## src/rtl/wb_uart_rx.sv

```systemverilog
// 8N1 serial receiver with a small byte FIFO, read and cleared over a
// single-address bus slave that acks once per cycle request.
module wb_uart_rx #(
  parameter int         CLKS_PER_BIT = 139,
  parameter logic [1:0] ADDR         = 2'b10,
  parameter int         FIFO_DEPTH   = 4
) (
  input  logic        wb_clk,
  input  logic        wb_rst,
  input  logic        rx,
  input  logic [1:0]  addr,
  input  logic        wb_cyc,
  input  logic        wb_we,
  input  logic [31:0] wb_dat,
  output logic [31:0] rdt,
  output logic        ack
);

  localparam int AW = $clog2(FIFO_DEPTH);
  localparam int CW = $clog2(CLKS_PER_BIT + 1);
  localparam logic [CW-1:0] HALF = CW'(CLKS_PER_BIT / 2);
  localparam logic [CW-1:0] FULL = CW'(CLKS_PER_BIT);
  localparam logic [AW:0]   DEPTH = (AW + 1)'(FIFO_DEPTH);

  typedef enum logic [2:0] {
    IDLE, START, DATA, STOP, WAIT_IDLE
  } state_t;

  state_t state, state_nxt;

  logic          rx_q1, rx_s;
  logic [CW-1:0] cnt;
  logic [2:0]    bit_idx;
  logic [7:0]    shreg;
  logic          tick;
  logic          push, ferr_set;

  logic [7:0]  mem [FIFO_DEPTH];
  logic [AW-1:0] wp, rp;
  logic [AW:0] count;
  logic        valid, full;
  logic        do_push, do_pop, ovr_set;
  logic        overrun, ferr;
  logic        sel, served;
  logic        wr_ack;
  logic [7:0]  head;
  logic        unused_bits;

  always_ff @(posedge wb_clk or posedge wb_rst) begin
    if (wb_rst) begin
      rx_q1 <= 1'b1;
      rx_s  <= 1'b1;
    end else begin
      rx_q1 <= rx;
      rx_s  <= rx_q1;
    end
  end

  // Counter fires at 1 so the first sample lands mid start bit.
  assign tick = (cnt == CW'(1));

  always_ff @(posedge wb_clk or posedge wb_rst) begin
    if (wb_rst) state <= IDLE;
    else        state <= state_nxt;
  end

  always_comb begin
    state_nxt = state;
    unique case (state)
      IDLE:      if (!rx_s) state_nxt = START;
      START:     if (tick) state_nxt = rx_s ? IDLE : DATA;
      DATA:      if (tick && bit_idx == 3'd7) state_nxt = STOP;
      STOP:      if (tick) state_nxt = rx_s ? IDLE : WAIT_IDLE;
      WAIT_IDLE: if (rx_s) state_nxt = IDLE;
      default:   state_nxt = IDLE;
    endcase
  end

  always_comb begin
    push     = 1'b0;
    ferr_set = 1'b0;
    if (state == STOP && tick) begin
      push     = rx_s;
      ferr_set = !rx_s;
    end
  end

  always_ff @(posedge wb_clk or posedge wb_rst) begin
    if (wb_rst) begin
      cnt     <= '0;
      bit_idx <= '0;
      shreg   <= '0;
    end else begin
      unique case (state)
        IDLE: begin
          cnt     <= HALF;
          bit_idx <= '0;
        end
        START: cnt <= tick ? FULL : cnt - CW'(1);
        DATA: begin
          if (tick) begin
            cnt     <= FULL;
            shreg   <= {rx_s, shreg[7:1]};
            bit_idx <= bit_idx + 3'd1;
          end else begin
            cnt <= cnt - CW'(1);
          end
        end
        STOP:    cnt <= cnt - CW'(1);
        default: cnt <= HALF;
      endcase
    end
  end

  assign valid   = (count != '0);
  assign full    = (count == DEPTH);
  assign do_pop  = ack & ~wb_we & valid;
  assign do_push = push & (~full | do_pop);
  assign ovr_set = push & full & ~do_pop;
  assign wr_ack  = ack & wb_we;

  always_ff @(posedge wb_clk) begin
    if (do_push) mem[wp] <= shreg;
  end

  always_ff @(posedge wb_clk or posedge wb_rst) begin
    if (wb_rst) begin
      wp      <= '0;
      rp      <= '0;
      count   <= '0;
      overrun <= 1'b0;
      ferr    <= 1'b0;
    end else begin
      if (do_push) wp <= wp + AW'(1);
      if (do_pop)  rp <= rp + AW'(1);
      unique case ({do_push, do_pop})
        2'b10:   count <= count + (AW + 1)'(1);
        2'b01:   count <= count - (AW + 1)'(1);
        default: count <= count;
      endcase
      if (ovr_set)                  overrun <= 1'b1;
      else if (wr_ack && wb_dat[9]) overrun <= 1'b0;
      if (ferr_set)                 ferr <= 1'b1;
      else if (wr_ack && wb_dat[10]) ferr <= 1'b0;
    end
  end

  assign sel = wb_cyc & (addr == ADDR);

  // served blocks re-acking until the requester drops wb_cyc.
  always_ff @(posedge wb_clk or posedge wb_rst) begin
    if (wb_rst) begin
      ack    <= 1'b0;
      served <= 1'b0;
    end else begin
      ack    <= sel & ~ack & ~served;
      served <= wb_cyc & (served | ack);
    end
  end

  assign head = valid ? mem[rp] : 8'h00;
  assign rdt  = ack ? {22'h0, ferr, overrun, valid, head} : 32'h0;

  assign unused_bits = ^{wb_dat[31:11], wb_dat[8:0]};

endmodule

```

## config.mk

```make
export PLATFORM = sky130hd
export DESIGN_NAME = wb_uart_rx
export DESIGN_NICKNAME = d
export VERILOG_FILES = /design/src/rtl/wb_uart_rx.sv
export SDC_FILE = /design/constraint.sdc
export NUM_CORES = 1
export LEC_CHECK = 0
export ABC_CLOCK_PERIOD_IN_PS = 2900
export CAP_MARGIN = 20
export CORE_UTILIZATION = 30
export CTS_CLUSTER_SIZE = 16
export DETAILED_ROUTE_END_ITERATION = 8
export PLACE_DENSITY = 0.61
export SETUP_SLACK_MARGIN = 0.1
export SLEW_MARGIN = 20
export SYNTH_ARGS = -nofsm -noshare
export SYNTH_HDL_FRONTEND = slang
export SYNTH_SLANG_ARGS = --single-unit
```

## constraint.sdc

```tcl
create_clock -name wb_clk -period 2.9 [get_ports wb_clk]
set_clock_uncertainty 0.1 [all_clocks]
set_input_delay 0.58 -clock wb_clk [delete_from_list [all_inputs] [get_ports wb_clk]]
set_output_delay 0.58 -clock wb_clk [all_outputs]
set_load 0.01 [all_outputs]
```

== Word level (Yosys, flattened, before mapping) ==
Memories as Yosys holds them, arrays and structs flattened.
Index checks and enable logic that the tools add are counted.

* Output and inout bits: 33
* Memories kept: 1
* Logic and storage cells: 91
* Bits in registers: 35
* Latch bits: 0
* Memory bits (writable): 32
* ROM bits: 0

* $lt $le $gt $ge: 0
* Multiplexer cells: 23
* Equality and inequality tests: 16
* Div/mod/pow operators: 0
* Multipliers: 0
* Add/sub/neg operators: 6
* Bitwise operators: 17
* Shift operators: 0
* Reduce and logical (&&, ||, !) cells: 15

{| class="wikitable"
|+ Memories
! memory !! words !! width !! rd ports !! clocked after Yosys merged registers in !! wr ports !! line !! source
|-
| mem || 4 || 8 || 1 || 0 || 1 || 38 || <nowiki>logic [7:0] mem [FIFO_DEPTH];</nowiki>
|}

{| class="wikitable"
|+ Operators with widths
! kind !! count
|-
| 3-bit two-way mux || 7
|-
| 8-bit two-way mux || 2
|-
| 8-bit case mux with 2 select lines || 1
|-
| 3-bit case mux with 5 select lines || 1
|-
| 2-bit != test, second input constant || 6
|-
| 3-bit case mux with 2 select lines || 2
|-
| 11-bit two-way mux || 1
|-
| 1-bit bitwise AND || 10
|-
| 3-bit equality test, second input constant || 3
|-
| 8-bit by 1-bit equality test with 1-bit output, second input constant || 1
|-
| 1-bit two-way mux || 8
|-
| 2-bit nonzero test || 4
|-
| 8-bit by 1-bit subtractor with 8-bit output, second input constant || 1
|-
| 3-bit by 1-bit adder with 3-bit output, second input constant || 2
|-
| 3-bit by 2-bit equality test with 1-bit output, second input constant || 2
|-
| 1-bit NOT || 5
|-
| 5-bit AND reduction || 1
|-
| 2-bit by 1-bit adder with 2-bit output, second input constant || 2
|-
| 2-bit equality test, second input constant || 2
|-
| 1-bit logical AND || 4
|-
| 2-bit AND reduction || 2
|-
| 3-bit by 1-bit equality test with 1-bit output, second input constant || 1
|-
| 3-bit zero test || 1
|-
| 3-bit nonzero test || 1
|-
| 6 further kinds || 7
|}

== Depth between registers and ports, before layout ==
Gate-level depths: netlist (run 1).

* Depth in word-level cells: 7
* Gate-level depth with buffers: 10
* Gate-level depth less buffers: 10

== Least setup slack after synthesis (run 1) ==
OpenSTA, ideal clock, no wires.

* Path type: in2reg
* From: in wb_we
* To: reg count[2]
* Path slack: 0.720 ns
* Path buffers: 0
* Cell stages on the path: 7
* Data arrival time: 1.946 ns
* Required time: 2.666 ns
* Cell sequence: nand2b_1 -> nor2_1 -> nand2_1 -> fa_1 -> nand4b_1 -> o221ai_1 -> o211ai_1

* Word-level cells in the longest chain between the ends: 7
* Elaborated cells on any way between the ends: 9
* Those cells by class: 2 x eq/ne; 1 x mux; 5 x bitwise; 1 x reduce/logical

{| class="wikitable"
|+ Ends and longest elaborated chain
! what !! line !! source
|-
| start: declaration || 13 || <nowiki>input logic wb_we,</nowiki>
|-
| 1-bit NOT * || 117 || <nowiki>assign do_pop = ack & ~wb_we & valid;</nowiki>
|-
| 1-bit bitwise AND * (2 in series) || 117 ||
|-
| 1-bit OR || 118 || <nowiki>assign do_push = push & (~full | do_pop);</nowiki>
|-
| 1-bit bitwise AND || 118 ||
|-
| 2-bit by 1-bit equality test with 1-bit output / 2-bit equality test (equally long branches) || 136 || <nowiki>unique case ({do_push, do_pop})</nowiki>
|-
| 3-bit case mux with 2 select lines / 2-bit nonzero test (equally long branches) || n/a ||
|-
| end signal: assignment || 137 || <nowiki>2'b10: count <= count + (AW + 1)'(1);</nowiki>
|-
| end signal: assignment || 138 || <nowiki>2'b01: count <= count - (AW + 1)'(1);</nowiki>
|-
| end signal: assignment || 139 || <nowiki>default: count <= count;</nowiki>
|-
| end: declaration || 40 || <nowiki>logic [AW:0] count;</nowiki>
|}

Mark *: on every way between the ends. The rest lies on a longest branch, timed or not.
A chain may end at the register's enable or synchronous reset.

== Final worst setup path (run 1) ==
* From: reg rp[0]
* To: out rdt[7]

* Word-level cells in the longest chain between the ends: 3

{| class="wikitable"
|+ Ends and longest elaborated chain
! what !! line !! source
|-
| start: declaration || 39 || <nowiki>logic [AW-1:0] wp, rp;</nowiki>
|-
| start signal: assignment || 135 || <nowiki>if (do_pop) rp <= rp + AW'(1);</nowiki>
|-
| memory read 4 x 8 bit || n/a ||
|-
| 8-bit two-way mux || 161 || <nowiki>assign head = valid ? mem[rp] : 8'h00;</nowiki>
|-
| 11-bit two-way mux || 162 || <nowiki>assign rdt = ack ? {22'h0, ferr, overrun, valid, head} : 32'h0;</nowiki>
|-
| end: declaration || 15 || <nowiki>output logic [31:0] rdt,</nowiki>
|}

Every way passes these cells.

==> results.json, run 1 <==
{
  "outcome": "complete, no violations",
  "cts_root_buf": "clkbuf_8",
  "r2r_start": "cnt[0]",
  "syn_inst": 237,
  "clkTransAtPathRegs_ns": 0.07,
  "grt_max_degree": 36,
  "drt-total-wl_um": 5480,
  "synth_warnings": 0,
  "hold_path_class": "reg -> reg",
  "synth.avg_cell_area_um2": 13.6,
  "drc": 0,
  "routabilityCongestion": 0.810,
  "leakagePower_nw": 1.57,
  "max_freq_ghz": 0.367,
  "grt_pass1_wl_um": 9320,
  "clock-sinks": 67,
  "start_util": 0.310,
  "critPathCaptureType": "primary output",
  "die_h_um": 106,
  "clk_path_buf_depth": 2,
  "path_buf_inv": 2,
  "drive_gt1_frac": 0.185,
  "cts_hold_buf": 0,
  "setup_tns_ns": 0,
  "synth_flop_cell": "dfrtp_1",
  "slowest_delay_ns": 0.52,
  "ir_worst_vdd_uv": 308,
  "diodes": 0,
  "cp_cell_sequence": "buf_12, mux4_2, nor2b_1, clkdlybuf4s50_1",
  "antenna_found_initial": 0,
  "vias": 1844,
  "rows": 37,
  "synth.distinct_cells": 53,
  "r2r-end": "count[2]",
  "numCtsBuffers": 9,
  "via_per_inst": 4.54,
  "crit_family": "buffers and inverters",
  "antenna_left": 0,
  "overflow": 0,
  "synth_area_mm2": 0.00322,
  "worst_setup_path_start_kind": "flip-flop",
  "fin_crit_ns": 2.72,
  "drt_iter0_drc": 77,
  "setup-violations-final": 0,
  "worst-setup-path-type": "reg -> out",
  "finalHoldViolations": 0,
  "cts_tree": "built",
  "worstPathRequired_ns": 2.22,
  "cpMaxStageDelayCell": "mux4_2",
  "min_period_over_period": 0.938,
  "dieArea_mm2": 0.0111,
  "core_mm2": 0.0104,
  "endpoint": "rdt[7]",
  "synth_seq_area_share": 0.571,
  "synth_enable_flop_cells": 32,
  "routedWlPerCell_um": 13.5,
  "clk_latency_ns": 0.36,
  "cp_num_cells": 4,
  "final_max_slew_viol_count": 0,
  "ff2ff_setup_slack_ns": 0.51,
  "cp_max_fo": 8,
  "powerDensity_mw_per_mm2": 595,
  "worst_ep_arrival_time_ns": 2.04,
  "drt_pre_antenna_iters": 4,
  "dp.final_hpwl_um": 3660,
  "rsz0062_at_grt": "false",
  "nNetsFinal": 313,
  "portBuffers": 20,
  "crit_path_start": "rp[0]",
  "synthArstFlopShare": 0.522,
  "grt_pass1_vias": 1866,
  "final_util": 0.361,
  "ys_ff_latch": 67,
  "die_w_um": 106,
  "drv_cap": 0,
  "htreeDepth": 3,
  "io-pin-count": 72,
  "rr_worst_depth": 9,
  "track_usage": 0.111,
  "area_growth_syn_to_layout_pct": 16.2
}
[worst register-to-register path, delay by kind of cell, from the launching register on]
kind	cells	cell delay, ns
AOI/OAI and AO/OA	2	0.31
and+or+nand+nor	5	0.74
DFF	1	0.43
adders and majority gates	2	0.70
[power by group]
part / leakage (nW) / total, mW / internal [mW] / switching (mW)
clock: 0.107 / 0.859 / 0.487 / 0.372
combinational: 0.648 / 0.273 / 0.148 / 0.125
sequential: 0.817 / 1.09 / 1.03 / 0.0638
[Yosys cell counts, drive strengths merged, types with 3 or more instances]
master / instances / area share
mux2i: 4 / 0.014
nand3b: 3 / 0.0070
nor3: 3 / 0.0062
a22o: 3 / 0.0082
xor2: 4 / 0.011
and3: 4 / 0.0078
edfxtp: 32 / 0.30
o21ai: 4 / 0.0062
nor2b: 9 / 0.017
nand2: 13 / 0.015
nand3: 7 / 0.015
mux4: 8 / 0.056
dfrtp: 33 / 0.26
and2: 3 / 0.0066
nor2: 14 / 0.021
nor3b: 4 / 0.0093
a21oi: 5 / 0.0078
buf: 26 / 0.058
xnor2: 4 / 0.011
mux2: 10 / 0.044
ha: 8 / 0.031
inv: 8 / 0.0093
[final cells by class]
type	instances	area, µm²
Fill cell	1033	6630
Timing Repair Buffer	25	250
Multi-Input combinational cell	154	1230
Inverter	8	30.0
Sequential cell	67	1840
Clock inverter	6	90.1
Tap cell	136	170
Clock buffer	10	128
[state kept, by name, summed over array words and instances, names as in the netlist]
signal	cells
mem	32
cnt	8
shreg	8
bit_idx	3
count	3
state	3
rp	2
wp	2
ack	1
ferr	1
overrun	1
rx_q1	1
rx_s	1
served	1
[kinds of logic (layout without fill, tap and decap cells)]
group / count (synthesis) / in the layout / share of synthesized area
AOI/OAI and AO/OA: 23 / 23 / 0.0501
and+or+nand+nor: 71 / 71 / 0.134
adders and majority gates: 9 / 9 / 0.0373
DFF: 67 / 67 / 0.571
buffers and inverters: 36 / 49 / 0.0700
muxes: 22 / 22 / 0.114
other: 1 / 21 / 0.00116
xor gates and xnor gates: 8 / 8 / 0.0218
[repair_timing]
action	CTS	global route
setup endpoints to repair	1	9
hold endpoints to repair	0	0
buffers inserted	1	0
resized for setup	0	1
[worst min path at each step]
| stage | startpoint | to | slack, ns | cells after the start |
|---|---|---|---|---|
| 2_1_floorplan | rx_q1 | rx_s | 0.25 | 0 |
| 3_3_place_gp | rx_q1 | rx_s | 0.25 | 0 |
| 3_5_place_dp | rx_q1 | rx_s | 0.25 | 0 |
| 4_1_cts | rx_q1 | rx_s | 0.26 | 0 |
| 5_1_grt | rx_q1 | rx_s | 0.27 | 0 |
| 6_report | rx_q1 | rx_s | 0.26 | 0 |
[through the flow]
| step | instances | cell area [µm²] | hold WS, ns | total power, mW | worst slack, ns |
|---|---|---|---|---|---|
| global route | 406 | 3740 | 0.267 | 2.32 | 0.102 |
| floorplan | 257 | 3290 | 0.245 | 1.30 | 0.720 |
| global placement | 389 | 3510 | 0.246 | 1.37 | 0.215 |
| finish | 406 | 3740 | 0.261 | 2.23 | 0.178 |
| detailed placement | 389 | 3510 | 0.249 | 1.38 | 0.187 |
| CTS | 406 | 3740 | 0.260 | 2.25 | 0.136 |
[routing by layer]
metal / routed length (µm) / GRT usage / vias to the layer above
met5: 0 / 0 / -
met4: 142 / 0.0645 / 0
met3: 205 / 0.0309 / 13
met2: 2500 / 0.162 / 42
met1: 2630 / 0.146 / 914
li1: - / - / 875
[layout by cell type, fill, tap and decap left out, types with 3 or more instances in the layout]
master	instances
clkdlybuf4s50_1	20
o21ai_0	3
nand3_1	6
and3_1	4
xnor2_1	4
mux2_4	8
buf_4	4
dfrtp_1	33
nand3b_1	3
inv_1	8
nor2b_1	9
clkbuf_8	9
nor3b_1	4
a22o_1	3
conb_1	21
mux4_2	8
xor2_1	4
a21oi_1	5
nor2_1	13
mux2i_1	3
nand2_1	13
ha_1	8
edfxtp_1	32
Note: power is estimated with default switching activity, not from simulation.
==> inputs of run 2 (changes only) <==
--- a/config.mk
+++ b/config.mk
@@ -7,10 +7,12 @@
 export LEC_CHECK = 0
 export ABC_CLOCK_PERIOD_IN_PS = 2900
 export CAP_MARGIN = 20
+export CELL_PAD_IN_SITES_DETAIL_PLACEMENT = 2
+export CELL_PAD_IN_SITES_GLOBAL_PLACEMENT = 2
 export CORE_UTILIZATION = 30
 export CTS_CLUSTER_SIZE = 16
 export DETAILED_ROUTE_END_ITERATION = 8
-export PLACE_DENSITY = 0.61
+export PLACE_DENSITY = 0.81
 export SETUP_SLACK_MARGIN = 0.1
 export SLEW_MARGIN = 20
 export SYNTH_ARGS = -nofsm -noshare
==> results.json, run 2 (synthesis gave the netlist of run 1 again) <==
{
  "drt-total-wl_um": 6380,
  "use_met3": 0.0278,
  "grt_pass1_wl_um": 11300,
  "routedWlPerCell_um": 15.7,
  "layout_common_cells": "33 x dfrtp_1, 32 x edfxtp_1, 21 x conb_1, 19 x clkdlybuf4s50_1",
  "track_usage": 0.133,
  "diodes": 0,
  "outcome": "complete, no violations",
  "area_growth_syn_to_layout_pct": 16.1,
  "critPathCaptureType": "primary output",
  "finalHoldViolations": 0,
  "clock-sinks": 67,
  "min_period_over_period": 0.935,
  "use_met2": 0.223,
  "nNetsFinal": 312,
  "slowest_delay_ns": 0.52,
  "vias": 1869,
  "cts_hold_buf": 0,
  "drive_gt1_frac": 0.186,
  "clk_path_buf_depth": 2,
  "dp_cells": 389,
  "routabilityCongestion": 0.735,
  "worst-setup-path-type": "reg -> out",
  "drt_iter0_drc": 41,
  "worst_setup_path_start_kind": "flip-flop",
  "powerDensity_mw_per_mm2": 598,
  "clkPwrFrac": 0.394,
  "worstPathRequired_ns": 2.22,
  "rows": 37,
  "hold_path_class": "reg -> reg",
  "die_h_um": 106,
  "dp.final_hpwl_um": 4440,
  "worst_ep_arrival_time_ns": 2.03,
  "min_from": "rx_q1",
  "clk_latency_ns": 0.35,
  "antenna_left": 0,
  "cp_cell_sequence": "buf_8, mux4_2, nor2b_1, clkdlybuf4s50_1",
  "cpMaxStageDelayCell": "mux4_2",
  "layout_commonest_cell": "dfrtp_1",
  "rr_worst_depth": 5,
  "grt_max_degree": 36,
  "core_mm2": 0.0104,
  "fin_crit_ns": 2.71,
  "drc": 0,
  "p_comb_frac": 0.117,
  "via_per_inst": 4.61,
  "cts_root_buf": "clkbuf_8",
  "reg_top3": "mem x32, cnt x8, shreg x8",
  "p_seq_frac": 0.489,
  "dieArea_mm2": 0.0111,
  "power.switching_mw": 0.586,
  "htreeDepth": 3,
  "setup_tns_ns": 0,
  "whs_path_depth": 0,
  "start_util": 0.310,
  "cp_max_fo": 10,
  "grt_pass1_vias": 2166,
  "cts_tree": "built",
  "cts_setup_buffers": 0,
  "rsz0062_at_grt": "false",
  "met1_usage": 0.167,
  "drv_cap": 0,
  "overflow": 0,
  "timing.hold.ws_ns": 0.261,
  "die_w_um": 106,
  "p_int_mw": 1.65,
  "largest_reg_flops": 32,
  "portBuffers": 20,
  "leakagePower_nw": 1.58,
  "antenna_found_initial": 0,
  "ir_worst_vdd_uv": 242,
  "stdcell_count": 405,
  "numCtsBuffers": 9,
  "fin_total_pwr_mw": 2.24,
  "r2r_start": "cnt[1]",
  "final_max_slew_viol_count": 0,
  "crit_path_start": "rp[0]",
  "setup-violations-final": 0,
  "clkTransAtPathRegs_ns": 0.08,
  "regMostFlops": "mem",
  "switching_share": 0.262,
  "io-pin-count": 72,
  "final_util": 0.360,
  "busiest_layer": "met2",
  "max_freq_ghz": 0.369,
  "drt_pre_antenna_iters": 4
}
run 2: metrics by stage:
step	cell area [µm²]	setup WS [ns]
4_1_cts	3730	0.128
3_3_place_gp	3500	0.197
3_5_place_dp	3500	0.0700
2_1_floorplan	3290	0.720
5_1_grt	3740	0.103
6_report	3740	0.187
run 2: path summary, 6_finish.rpt:
kind	slack (ns)	end
max reg2reg	0.40	mem[1][1]
min reg2reg	0.26	rx_s
min	0.26	rx_s
min in group asynchronous	0.53	cnt[0]
max	0.19	rdt[7]
max in group asynchronous	1.82	shreg[1]
run 2: layout make-up:
cell class,count,area [µm²]
clock inverter,7,101
sequential,67,1840
inverter,8,30.0
clock buffer,9,124
fill,1065,6630
tap,136,170
multi-input combinational,154,1230
timing repair buffer,24,240
run 2: per-layer routing:
layer	share of wire	up-vias
met1	0.46	963
met2	0.50	24
met3	0.020	9
met4	0.018	0
li1	-	873
met5	0	-
run 2: power by group through the flow:
stage               clock (mW)  combinational (mW)  sequential (mW)
global placement             0               0.244             1.11
finish                   0.882               0.261             1.09
detailed placement           0               0.258             1.11
floorplan                    0               0.233             1.07
global route             0.942               0.296             1.10
CTS                      0.907               0.263             1.09
run 2: what timing repair did:
action                                  CTS  global route
endpoints found under the setup margin    2             9
endpoints found under the hold margin     0             0
resized for setup                         1             3
run 2: critical path, delay by kind of cell (launching register included):
family | cells | cell delay [ns]
mux | 1 | 0.52
simple gates | 1 | 0.14
flops | 1 | 0.37
buf+inv | 2 | 0.64
==> inputs of run 3 (changes only) <==
--- a/config.mk
+++ b/config.mk
@@ -5,13 +5,13 @@
 export SDC_FILE = /design/constraint.sdc
 export NUM_CORES = 1
 export LEC_CHECK = 0
-export ABC_CLOCK_PERIOD_IN_PS = 2900
 export CAP_MARGIN = 20
 export CELL_PAD_IN_SITES_DETAIL_PLACEMENT = 2
 export CELL_PAD_IN_SITES_GLOBAL_PLACEMENT = 2
 export CORE_UTILIZATION = 30
 export CTS_CLUSTER_SIZE = 16
 export DETAILED_ROUTE_END_ITERATION = 8
+export GPL_TIMING_DRIVEN = 0
 export PLACE_DENSITY = 0.81
 export SETUP_SLACK_MARGIN = 0.1
 export SLEW_MARGIN = 20
==> constraint.sdc (replaced) <==
create_clock -name wb_clk -period 2.7 [get_ports wb_clk]
set_clock_uncertainty 0.1 [all_clocks]
set_input_delay 0.54 -clock wb_clk [delete_from_list [all_inputs] [get_ports wb_clk]]
set_output_delay 0.54 -clock wb_clk [all_outputs]
set_load 0.01 [all_outputs]
==> results.json, run 3 (synthesis gave the netlist of run 1 again) <==
{
  "outcome": "complete, no violations",
  "via_per_inst": 4.52,
  "ff2ff_setup_slack_ns": 0.25,
  "finalHoldViolations": 0,
  "area_growth_syn_to_layout_pct": 20.8,
  "rr_worst_depth": 10,
  "core_mm2": 0.0104,
  "portBuffers": 20,
  "max_freq_ghz": 0.404,
  "overflow": 0,
  "ir_worst_vdd_uv": 248,
  "r2r-end": "count[2]",
  "use_met3": 0.0458,
  "track_usage": 0.141,
  "worstPathRequired_ns": 2.81,
  "worst-setup-path-type": "in -> reg",
  "grt_pass1_vias": 2177,
  "p_seq_frac": 0.513,
  "worst_ep_arrival_time_ns": 2.59,
  "post_cts_resized": 14,
  "drc": 0,
  "met1_usage": 0.154,
  "routedWlPerCell_um": 16.2,
  "switching_share": 0.261,
  "drt_iter0_drc": 67,
  "start_util": 0.310,
  "largest_reg_flops": 32,
  "cp_max_fo": 5,
  "rsz0062_at_grt": "true",
  "nNetsFinal": 336,
  "cts_setup_buffers": 0,
  "worst_setup_path_start_kind": "input pin",
  "numCtsBuffers": 9,
  "dieArea_mm2": 0.0111,
  "use_met2": 0.257,
  "p_int_mw": 1.69,
  "drive_gt1_frac": 0.266,
  "slowest_delay_ns": 0.46,
  "dp_cells": 414,
  "dp.final_hpwl_um": 5050,
  "clkTransAtPathRegs_ns": 0.07,
  "htreeDepth": 3,
  "diodes": 0,
  "clk_path_buf_depth": 2,
  "fin_total_pwr_mw": 2.29,
  "cts_hold_buf": 0,
  "io-pin-count": 72,
  "grt_max_degree": 24,
  "crit_path_start": "wb_we",
  "drt-total-wl_um": 6950,
  "cp_cell_sequence": "clkdlybuf4s50_1, nand2b_1, nor2_2, nand2_1, fa_1, nand4b_1, o221ai_1, o211ai_1",
  "drt_pre_antenna_iters": 4,
  "vias": 1941,
  "regMostFlops": "mem",
  "stdcell_count": 429,
  "critPathCaptureType": "flip-flop",
  "endpoint": "count[2]",
  "hold_path_class": "reg -> reg",
  "layout_commonest_cell": "dfrtp_1",
  "grt_pass1_wl_um": 11500,
  "die_h_um": 106,
  "clk_latency_ns": 0.34,
  "die_w_um": 106,
  "final_max_slew_viol_count": 0,
  "fin_crit_ns": 2.47,
  "r2r_start": "cnt[1]",
  "setup-violations-final": 0,
  "clkPwrFrac": 0.346,
  "drv_cap": 0,
  "layout_common_cells": "33 x dfrtp_1, 32 x edfxtp_1, 23 x buf_4, 21 x conb_1, 13 x nand2_1",
  "clock-sinks": 67,
  "busiest_layer": "met2",
  "leakagePower_nw": 1.72,
  "antenna_found_initial": 0,
  "min_period_over_period": 0.916,
  "reg_top3": "mem x32, cnt x8, shreg x8",
  "routabilityCongestion": 0.715,
  "powerDensity_mw_per_mm2": 589,
  "cts_root_buf": "clkbuf_8",
  "rows": 37,
  "cts_tree": "built",
  "cpMaxStageDelayCell": "clkdlybuf4s50_1",
  "antenna_left": 0,
  "power.switching_mw": 0.598,
  "p_comb_frac": 0.140
}
[run 3: critical path, delay by kind of cell]
| kind | cells | cell delay (ns) |
|---|---|---|
| buffers and inverters | 1 | 0.46 |
| AOI/OAI and AO/OA | 2 | 0.30 |
| adders and majority gates | 1 | 0.45 |
| and+or+nand+nor | 4 | 0.83 |
[run 3: area by class of cell]
type,count,area [µm²]
Fill cell,1090,6480
Sequential cell,67,1840
Multi-Input combinational cell,154,1250
Timing Repair Buffer,21,210
Buffer,27,208
Tap cell,136,170
Clock buffer,9,124
Clock inverter,7,58.8
Inverter,8,30.0
[run 3: worst min path at each step]
stage / endpoint / from / depth (start not counted) / slack [ns]
after global placement: rx_s / rx_q1 / 0 / 0.25
after floorplan: rx_s / rx_q1 / 0 / 0.25
final: rx_s / rx_q1 / 0 / 0.26
after detailed placement: rx_s / rx_q1 / 0 / 0.25
after global routing: rx_s / rx_q1 / 0 / 0.27
after CTS: rx_s / rx_q1 / 0 / 0.27
[run 3: metal layers]
layer,vias to the layer above,share of wire
met4,0,0.0099
met2,29,0.55
met3,7,0.027
met5,-,0
met1,992,0.41
li1,913,-
[run 3: metrics by stage]
step | area, µm² | hold WS [ns] | setup TNS (ns) | worst slack [ns] | util
global route | 3890 | 0.267 | 0 | 0.0150 | 0.375
floorplan | 3290 | 0.245 | 0 | 0.526 | -
global placement | 3660 | 0.246 | -0.134 | -0.134 | 0.353
CTS | 3870 | 0.266 | 0 | 0.130 | 0.373
detailed placement | 3680 | 0.254 | -0.229 | -0.229 | 0.355
finish | 3890 | 0.261 | 0 | 0.228 | 0.375
[run 3: power groups by stage]
stage          clock network, mW  logic, mW  registers (mW)
2_1_floorplan                  0      0.250            1.15
3_3_place_gp                   0      0.315            1.16
3_5_place_dp                   0      0.335            1.16
4_1_cts                    0.824      0.325            1.17
5_1_grt                    0.866      0.358            1.19
6_report                   0.794      0.322            1.18
